`src/rtl/rv32i_pkg.sv`:
```
// Shared RV32I constants used by the memory-stage blocks.
package rv32i_pkg;

  // Data path and address width of the core.
  localparam int DPW = 32;

  // Load/store funct3 encodings.
  localparam logic [2:0] F3_B  = 3'b000;
  localparam logic [2:0] F3_H  = 3'b001;
  localparam logic [2:0] F3_W  = 3'b010;
  localparam logic [2:0] F3_BU = 3'b100;
  localparam logic [2:0] F3_HU = 3'b101;

endpackage

```
`src/rtl/lsu_store_buffer_if.sv`:
```
// Bundle of the MEM-stage store/load request, fence and cache-write signals
// seen by the store buffer. The buffer uses the slave view; the MEM stage and
// cache model use the master view.
interface lsu_store_buffer_if #(
  parameter int DPW = rv32i_pkg::DPW
);

  // Store request from MEM stage
  logic           st_valid;
  logic           st_ready;
  logic [DPW-1:0] st_addr;
  logic [DPW-1:0] st_data;
  logic [2:0]     st_funct3;

  // Load request and forwarding result
  logic           ld_valid;
  logic [DPW-1:0] ld_addr;
  logic [2:0]     ld_funct3;
  logic           ld_hit;
  logic [DPW-1:0] ld_data;
  logic           ld_stall;

  // Status pulses and fence
  logic           misalign_err;
  logic           flush_req;
  logic           flush_done;

  // Cache write port
  logic           mem_we;
  logic [DPW-1:0] mem_addr;
  logic [DPW-1:0] mem_wd;
  logic [3:0]     mem_be;

  modport slave (
    input  st_valid, st_addr, st_data, st_funct3,
    input  ld_valid, ld_addr, ld_funct3,
    input  flush_req,
    output st_ready, ld_hit, ld_data, ld_stall,
    output misalign_err, flush_done,
    output mem_we, mem_addr, mem_wd, mem_be
  );

  modport master (
    output st_valid, st_addr, st_data, st_funct3,
    output ld_valid, ld_addr, ld_funct3,
    output flush_req,
    input  st_ready, ld_hit, ld_data, ld_stall,
    input  misalign_err, flush_done,
    input  mem_we, mem_addr, mem_wd, mem_be
  );

endinterface

```
`src/rtl/lsu_store_buffer.sv`:
```
// Memory-stage store buffer. Stores are converted to lane-aligned word writes
// with byte enables, queued in a circular FIFO and drained one per cycle to
// the data cache when the cache port is free. Younger loads are served from
// the buffer when it holds every byte they need, and stalled when it holds
// only some of them. A fence request drains the buffer completely.
module lsu_store_buffer #(
  parameter int Depth = 4,
  parameter int DPW   = rv32i_pkg::DPW
) (
  input logic               clk,
  input logic               rst_n,
  lsu_store_buffer_if.slave bus
);
  import rv32i_pkg::*;

  localparam int PW = $clog2(Depth);
  localparam int CW = PW + 1;
  localparam int AW = DPW - 2;

  typedef enum logic {
    S_IDLE,
    S_FLUSH
  } state_e;

  typedef struct packed {
    logic [AW-1:0]  waddr;
    logic [DPW-1:0] data;
    logic [3:0]     be;
  } entry_t;

  state_e           state_q;
  entry_t           ent_q [Depth];
  logic [Depth-1:0] valid_q;
  logic [PW-1:0]    head_q;
  logic [PW-1:0]    tail_q;
  logic [CW-1:0]    count_q;
  logic [CW-1:0]    count_d;

  logic             mem_we_q;
  logic [DPW-1:0]   mem_addr_q;
  logic [DPW-1:0]   mem_wd_q;
  logic [3:0]       mem_be_q;
  logic             misalign_err_q;
  logic             flush_done_q;

  logic             full;
  logic             st_ready;
  logic             st_fire;
  logic             do_enq;
  logic             do_drain;

  logic [3:0]       st_be;
  logic [DPW-1:0]   st_lane;
  logic             st_mis;

  logic [3:0]       ld_mask;
  logic             ld_mis;
  logic [PW-1:0]    fwd_idx;
  logic [DPW-1:0]   fwd_data;
  logic [3:0]       fwd_be;
  logic [3:0]       covered;
  logic             ld_chk;
  logic             ld_hit;
  logic             ld_partial;
  logic [DPW-1:0]   ld_shift;
  logic [DPW-1:0]   ld_ext;

  assign full     = (count_q == CW'(Depth));
  assign st_ready = (state_q == S_IDLE) && !full;
  assign st_fire  = bus.st_valid && st_ready;
  assign do_enq   = st_fire && !st_mis;
  // Loads own the cache port in IDLE unless the buffer is full; a fence
  // drains regardless of loads.
  assign do_drain = (count_q != '0) &&
                    ((state_q == S_FLUSH) || !bus.ld_valid || full);
  assign count_d  = count_q + CW'(do_enq) - CW'(do_drain);

  // Store decode: lane position, byte enables and alignment check.
  always_comb begin
    // NOTE: every output of a combinational block gets a default first so no
    // path through the case leaves it unassigned and infers a latch.
    st_be   = '0;
    st_lane = '0;
    st_mis  = 1'b0;
    case (bus.st_funct3)
      F3_B: begin
        st_be   = 4'b0001 << bus.st_addr[1:0];
        st_lane = DPW'(bus.st_data[7:0]) << {bus.st_addr[1:0], 3'b000};
      end
      F3_H: begin
        st_mis  = bus.st_addr[0];
        st_be   = bus.st_addr[1] ? 4'b1100 : 4'b0011;
        st_lane = DPW'(bus.st_data[15:0]) << {bus.st_addr[1], 4'b0000};
      end
      F3_W: begin
        st_mis  = |bus.st_addr[1:0];
        st_be   = 4'b1111;
        st_lane = bus.st_data;
      end
      default: st_mis = 1'b1;
    endcase
  end

  // Load byte mask and alignment check.
  always_comb begin
    ld_mask = '0;
    ld_mis  = 1'b0;
    case (bus.ld_funct3)
      F3_B, F3_BU: ld_mask = 4'b0001 << bus.ld_addr[1:0];
      F3_H, F3_HU: begin
        ld_mis  = bus.ld_addr[0];
        ld_mask = bus.ld_addr[1] ? 4'b1100 : 4'b0011;
      end
      F3_W: begin
        ld_mis  = |bus.ld_addr[1:0];
        ld_mask = 4'b1111;
      end
      default: ld_mis = 1'b1;
    endcase
  end

  // Merge matching entries oldest-first so younger bytes override older ones.
  always_comb begin
    fwd_data = '0;
    fwd_be   = '0;
    fwd_idx  = head_q;
    for (int k = 0; k < Depth; k++) begin
      fwd_idx = head_q + PW'(k);
      if (valid_q[fwd_idx] && (ent_q[fwd_idx].waddr == bus.ld_addr[DPW-1:2])) begin
        for (int b = 0; b < 4; b++) begin
          if (ent_q[fwd_idx].be[b]) begin
            fwd_data[8*b +: 8] = ent_q[fwd_idx].data[8*b +: 8];
            fwd_be[b]          = 1'b1;
          end
        end
      end
    end
  end

  assign covered    = fwd_be & ld_mask;
  assign ld_chk     = bus.ld_valid && !ld_mis;
  assign ld_hit     = ld_chk && (covered == ld_mask);
  assign ld_partial = ld_chk && (covered != 4'b0000) && (covered != ld_mask);
  assign ld_shift   = fwd_data >> {bus.ld_addr[1:0], 3'b000};

  // Extend the selected bytes according to the load width and signedness.
  always_comb begin
    ld_ext = '0;
    case (bus.ld_funct3)
      F3_B:    ld_ext = {{(DPW-8){ld_shift[7]}}, ld_shift[7:0]};
      F3_BU:   ld_ext = {{(DPW-8){1'b0}}, ld_shift[7:0]};
      F3_H:    ld_ext = {{(DPW-16){ld_shift[15]}}, ld_shift[15:0]};
      F3_HU:   ld_ext = {{(DPW-16){1'b0}}, ld_shift[15:0]};
      default: ld_ext = ld_shift;
    endcase
  end

  // FIFO bookkeeping: pointers, occupancy and per-entry valid bits.
  always_ff @(posedge clk or negedge rst_n) begin
    if (!rst_n) begin
      head_q  <= '0;
      tail_q  <= '0;
      count_q <= '0;
      valid_q <= '0;
    end else begin
      // NOTE: sequential state uses non-blocking assignments so every register
      // sees pre-edge values, independent of statement order.
      if (do_enq) begin
        valid_q[tail_q] <= 1'b1;
        tail_q          <= tail_q + PW'(1);
      end
      if (do_drain) begin
        valid_q[head_q] <= 1'b0;
        head_q          <= head_q + PW'(1);
      end
      count_q <= count_d;
    end
  end

  // Entry payload capture on enqueue.
  // NOTE: the payload array has no reset; valid_q alone says whether an entry
  // holds anything, which keeps the storage a plain register file.
  always_ff @(posedge clk) begin
    if (do_enq) begin
      ent_q[tail_q] <= '{waddr: bus.st_addr[DPW-1:2], data: st_lane, be: st_be};
    end
  end

  // Registered cache write port, presenting the popped entry one cycle later.
  always_ff @(posedge clk or negedge rst_n) begin
    if (!rst_n) begin
      mem_we_q   <= 1'b0;
      mem_addr_q <= '0;
      mem_wd_q   <= '0;
      mem_be_q   <= '0;
    end else begin
      mem_we_q <= do_drain;
      if (do_drain) begin
        mem_addr_q <= {ent_q[head_q].waddr, 2'b00};
        mem_wd_q   <= ent_q[head_q].data;
        mem_be_q   <= ent_q[head_q].be;
      end else begin
        mem_addr_q <= '0;
        mem_wd_q   <= '0;
        mem_be_q   <= '0;
      end
    end
  end

  // Fence FSM with registered flush_done and misalign_err pulses.
  always_ff @(posedge clk or negedge rst_n) begin
    if (!rst_n) begin
      state_q        <= S_IDLE;
      flush_done_q   <= 1'b0;
      misalign_err_q <= 1'b0;
    end else begin
      flush_done_q   <= 1'b0;
      misalign_err_q <= st_fire && st_mis;
      case (state_q)
        S_IDLE: begin
          if (bus.flush_req) begin
            if (count_q == '0) begin
              flush_done_q <= 1'b1;
            end else begin
              state_q <= S_FLUSH;
            end
          end
        end
        S_FLUSH: begin
          // Count reaches zero at the last pop; leave one edge later, once
          // that pop's write cycle is over.
          if (count_q == '0) begin
            state_q      <= S_IDLE;
            flush_done_q <= 1'b1;
          end
        end
        default: state_q <= S_IDLE;
      endcase
    end
  end

  assign bus.st_ready     = st_ready;
  assign bus.ld_hit       = ld_hit;
  assign bus.ld_data      = ld_hit ? ld_ext : '0;
  assign bus.ld_stall     = bus.ld_valid &&
                            ((state_q == S_FLUSH) || full || ld_partial);
  assign bus.misalign_err = misalign_err_q;
  assign bus.flush_done   = flush_done_q;
  assign bus.mem_we       = mem_we_q;
  assign bus.mem_addr     = mem_addr_q;
  assign bus.mem_wd       = mem_wd_q;
  assign bus.mem_be       = mem_be_q;

endmodule

```
`src/flat_wrapper.sv`:
```
// flat-port wrapper written by rule: the top's interface ports become plain ports
module lsu_store_buffer_flat import rv32i_pkg::*;
#(
  parameter int Depth = 4,
  parameter int DPW   = rv32i_pkg::DPW
)
  (clk, rst_n, bus_st_valid, bus_st_addr, bus_st_data, bus_st_funct3, bus_ld_valid, bus_ld_addr, bus_ld_funct3, bus_flush_req, bus_st_ready, bus_ld_hit, bus_ld_data, bus_ld_stall, bus_misalign_err, bus_flush_done, bus_mem_we, bus_mem_addr, bus_mem_wd, bus_mem_be);
  lsu_store_buffer_if #(.DPW(DPW)) bus_i ();
  input logic clk;
  input logic rst_n;
  input wire logic [$bits(bus_i.st_valid)-1:0] bus_st_valid;
  input wire logic [$bits(bus_i.st_addr)-1:0] bus_st_addr;
  input wire logic [$bits(bus_i.st_data)-1:0] bus_st_data;
  input wire logic [$bits(bus_i.st_funct3)-1:0] bus_st_funct3;
  input wire logic [$bits(bus_i.ld_valid)-1:0] bus_ld_valid;
  input wire logic [$bits(bus_i.ld_addr)-1:0] bus_ld_addr;
  input wire logic [$bits(bus_i.ld_funct3)-1:0] bus_ld_funct3;
  input wire logic [$bits(bus_i.flush_req)-1:0] bus_flush_req;
  output wire logic [$bits(bus_i.st_ready)-1:0] bus_st_ready;
  output wire logic [$bits(bus_i.ld_hit)-1:0] bus_ld_hit;
  output wire logic [$bits(bus_i.ld_data)-1:0] bus_ld_data;
  output wire logic [$bits(bus_i.ld_stall)-1:0] bus_ld_stall;
  output wire logic [$bits(bus_i.misalign_err)-1:0] bus_misalign_err;
  output wire logic [$bits(bus_i.flush_done)-1:0] bus_flush_done;
  output wire logic [$bits(bus_i.mem_we)-1:0] bus_mem_we;
  output wire logic [$bits(bus_i.mem_addr)-1:0] bus_mem_addr;
  output wire logic [$bits(bus_i.mem_wd)-1:0] bus_mem_wd;
  output wire logic [$bits(bus_i.mem_be)-1:0] bus_mem_be;
  assign bus_i.st_valid = bus_st_valid;
  assign bus_i.st_addr = bus_st_addr;
  assign bus_i.st_data = bus_st_data;
  assign bus_i.st_funct3 = bus_st_funct3;
  assign bus_i.ld_valid = bus_ld_valid;
  assign bus_i.ld_addr = bus_ld_addr;
  assign bus_i.ld_funct3 = bus_ld_funct3;
  assign bus_i.flush_req = bus_flush_req;
  assign bus_st_ready = bus_i.st_ready;
  assign bus_ld_hit = bus_i.ld_hit;
  assign bus_ld_data = bus_i.ld_data;
  assign bus_ld_stall = bus_i.ld_stall;
  assign bus_misalign_err = bus_i.misalign_err;
  assign bus_flush_done = bus_i.flush_done;
  assign bus_mem_we = bus_i.mem_we;
  assign bus_mem_addr = bus_i.mem_addr;
  assign bus_mem_wd = bus_i.mem_wd;
  assign bus_mem_be = bus_i.mem_be;
  lsu_store_buffer #(.Depth(Depth), .DPW(DPW)) u_core (.clk(clk), .rst_n(rst_n), .bus(bus_i));
endmodule
```
`config.mk`:
```
export PLATFORM = sky130hd
export DESIGN_NAME = lsu_store_buffer_flat
export DESIGN_NICKNAME = d
export VERILOG_FILES = /design/src/rtl/rv32i_pkg.sv /design/src/rtl/lsu_store_buffer_if.sv /design/src/rtl/lsu_store_buffer.sv /design/src/flat_wrapper.sv
export SDC_FILE = /design/constraint.sdc
export NUM_CORES = 1
export LEC_CHECK = 0
export ABC_AREA = 1
export CAP_MARGIN = 20
export CORE_ASPECT_RATIO = 1.5
export CORE_MARGIN = 2
export CORE_UTILIZATION = 55
export CTS_CLUSTER_DIAMETER = 50
export DETAILED_ROUTE_END_ITERATION = 12
export DONT_BUFFER_PORTS = 1
export PLACE_DENSITY = 0.7
export SYNTH_ARGS = -nofsm -noshare
export SYNTH_HDL_FRONTEND = slang
export SYNTH_SLANG_ARGS = --single-unit
```
`constraint.sdc`:
```
create_clock -name clk -period 17.5 [get_ports clk]
set_input_delay 4.375 -clock clk [delete_from_list [all_inputs] [get_ports clk]]
set_output_delay 4.375 -clock clk [all_outputs]
set_load 0.005 [all_outputs]
```
==> qor.yml <==
grt_pass1_wl_mm: 112
seqPwrFrac: 0.271
rows: 88
dr.pass1.iters: 8
clockBufferDepth: 3
place_congestion: 1.01
synth-edff-count: 264
required_ns: 13.12
synth_top_family_by_area: "simple AND/OR/NAND/NOR gates"
drive_above_1_share: 0.0474
r2r_cells: 7
cts_buffers: 36
antenna_left: 0
cts_sinks: 345
slowest_delay_ns: 0.40
hp-class: "reg -> reg"
syn2layout_area_growth_pct: 6.61
synthMuxAreaShare: 0.00742
fin_crit_ns: 11.87
critPathCaptureType: "output port"
num-nets-final: 2939
hold_buffers: 0
grt_pass1_vias: 19269
power.internal_mw: 2.07
numPortBuffers: 0
synth-compound-area-share: 0.101
swShare: 0.488
maxSlewHeadroom: 0.281
crit_start: "bus_ld_addr[3]"
synthSimpleGateAreaFrac: 0.336
critPathLaunchType: "input pin"
pwr-share-comb: 0.520
syn_avg_cell_area_sq_um: 7.42
route.vias.total: 20124
cp-endpoint: "bus_ld_data[5]"
p_sw_mw: 1.97
period_share: 0.678
grt_antenna_before_repair: 0
fp.dieH_um: 247
grt_setup_unrepaired: "no"
post_cts_buffers: 0
core_sq_mm: 0.0385
r2r_slack_ns: 13.92
maxCapViolations: 0
worst_pin_slew_ns: 1.08
finClkSkew_ns: 0.0275
timing.hold.ws_ns: 0.526
ys_ff_latch: 345
clkLatencyLatePin_ns: 0.55
ys_seq_area_frac: 0.461
critPathKind: "in -> out"
cp.arrival_ns: 7.49
status: "finished clean"
slowest_stage: "nor2_1"
fin_tns_setup_ns: 0
synth_cells: 2910
setup_viol: 0
ir_worst_vdd_mv: 0.120
clkTransAtPathRegs_ns: 0.07
async_reset_ff_frac: 0.235
cellPowerDensity_mw_per_mm2: 176
synth_xor_area_frac: 0.00771
r2r-start: "u_core.count_q[1]$_DFF_PN0_"
start_util: 0.560
fill_cells: 3519
grt_max_degree: 116
synth-main-ff-cell: "edfxtp_1"
clkPwrFrac: 0.209
cp_cell_sequence: "inv_1 -> nand3_1 -> nand2_1 -> nand3b_1 -> nor2_1 -> nand2_1 -> nor2_4 -> nand2_1 -> nand2_1 -> nor3_1 -> nand2_1 -> nand2_1 -> nor2_4 -> nand2_4 -> inv_2 -> nand3_1 -> nor2_1"
drtIter0Drc: 1742
die_x_um: 166
fmax_mhz: 84.3
wire_per_inst_um: 22.5
slew_viol_final: 0
yosysWarnings: 0
cts_max_level: 2
cts_resized: 0
ioPinCount: 213
viasPerCell: 6.02
worst-path-max-fanout: 26
grt.overflow.total: 0
synth_cell_types: 40
crit_top_cell: "nand2_1"
drt-total-wl_mm: 75.3
synth_area_sq_mm: 0.0216
r2r_end: "u_core.ent_q[0][22]$_DFFE_PP_"
hold_viol_final: 0
post-route-drc-count: 0
cts_tree: "done"
grt_usage: 0.363
synthAdderAreaFrac: 0.00672
insertedDiodeCount: 0
p_leak_nw: 10.2
clock-root-buffer: "clkbuf_16"
die-area_sq_mm: 0.0409
dp_hpwl_mm: 54.2
==> synth_stat cells, types with 5 or more instances <==
library cell,count,share of area
o211ai_1,36,0.013
nor2_1,186,0.032
ha_1,10,0.0058
a21oi_1,44,0.010
buf_2,42,0.0097
dfrtp_1,81,0.094
buf_1,13,0.0023
o21ai_0,277,0.064
o22ai_1,8,0.0023
inv_1,236,0.041
xor2_1,17,0.0069
mux2i_1,16,0.0074
nand3_4,5,0.0041
o21bai_1,7,0.0024
o221ai_1,9,0.0037
edfxtp_1,264,0.37
inv_2,24,0.0042
buf_4,10,0.0035
buf_6,11,0.0057
nand4_1,17,0.0049
nand3_1,460,0.11
nor3_1,13,0.0030
nand3b_1,15,0.0052
nand2_1,990,0.17
o21ai_1,15,0.0035
clkbuf_1,71,0.012
nor2_4,8,0.0042
==> kinds of logic (layout without fill, tap and decap cells) <==
kind of cell / count (synthesis) / count (layout)
AO/OA/AOI/OAI: 401 / 401
XOR/XNOR: 19 / 19
adder cells (fa/ha/maj): 11 / 11
buffers and inverters: 414 / 352
flip-flops: 345 / 345
multiplexers: 16 / 16
other: 1 / 2
AND/OR/NAND/NOR: 1703 / 1703
==> metal layers <==
metal / wire length [um] / share of wire / track usage
met3: 5650 / 0.075 / 0.0670
met5: 0 / 0 / 0
met2: 37900 / 0.50 / 0.654
met1: 25300 / 0.34 / 0.374
met4: 6460 / 0.086 / 0.274
==> layout by cell type, fill, tap and decap left out, drive strengths merged, types with 13 or more instances in the layout <==
cell / synthesis / final
a21oi: 45 / 45
buf: 76 / 19
clkbuf: 71 / 43
clkinv: 6 / 17
dfrtp: 81 / 81
edfxtp: 264 / 264
inv: 261 / 263
mux2i: 16 / 16
nand2: 995 / 995
nand3: 468 / 468
nand3b: 15 / 15
nand4: 17 / 17
nor2: 195 / 195
nor3: 13 / 13
o211ai: 36 / 36
o21ai: 292 / 292
xor2: 17 / 17
==> cell type report <==
class	instances	area, sq um	share of cell area
timing repair buffer	19	166	0.00723
clock buffer	43	990	0.0430
sequential	345	9960	0.433
tap	495	619	0.0269
inverter	267	1010	0.0440
clock inverter	23	317	0.0138
multi-input combinational	2152	9940	0.432
==> worst min path at each step <==
stage,depth (start not counted),endpoint,start
after global placement,1,u_core.bus.flush_done$_DFF_PN0_,u_core.count_q[2]$_DFF_PN0_
final,1,u_core.bus.flush_done$_DFF_PN0_,u_core.count_q[2]$_DFF_PN0_
after detailed placement,1,u_core.bus.flush_done$_DFF_PN0_,u_core.count_q[2]$_DFF_PN0_
after global routing,1,u_core.bus.flush_done$_DFF_PN0_,u_core.count_q[2]$_DFF_PN0_
after floorplan,1,u_core.bus.flush_done$_DFF_PN0_,u_core.count_q[2]$_DFF_PN0_
after CTS,1,u_core.bus.flush_done$_DFF_PN0_,u_core.count_q[2]$_DFF_PN0_
==> sequential cells by signal, summed over array words and instances, names as in the netlist, 2 cells and up <==
register and flops:
u_core.bus.mem_addr 30, u_core.bus.mem_be 4, u_core.bus.mem_wd 32, u_core.count_q 3, u_core.ent_q 264, u_core.head_q 2
u_core.tail_q 2, u_core.valid_q 4
==> per-stage QoR <==
stage	std cells	setup slack (ns)	power [mW]	area (sq um)	util
after detailed placement	3276	5.81	3.15	21700	0.562
final	3344	5.63	4.04	23000	0.597
after CTS	3342	5.81	4.00	23000	0.596
after floorplan	2911	7.02	2.57	21600	-
after global routing	3344	5.49	4.29	23000	0.597
after global placement	3275	5.81	3.12	21700	0.562
==> power groups by stage <==
stage	Combinational [mW]	Sequential [mW]	Clock, mW
finish	2.10	1.10	0.845
global route	2.30	1.11	0.877
CTS	2.05	1.10	0.850
detailed placement	2.04	1.11	0
global placement	2.01	1.11	0
floorplan	1.51	1.06	0
==> worst max-delay path: cells and delay by family <==
kind	cells	cell delay, ns
simple gates	15	2.81
buf+inv	2	0.27
Power figures use the tool's default switching activity.
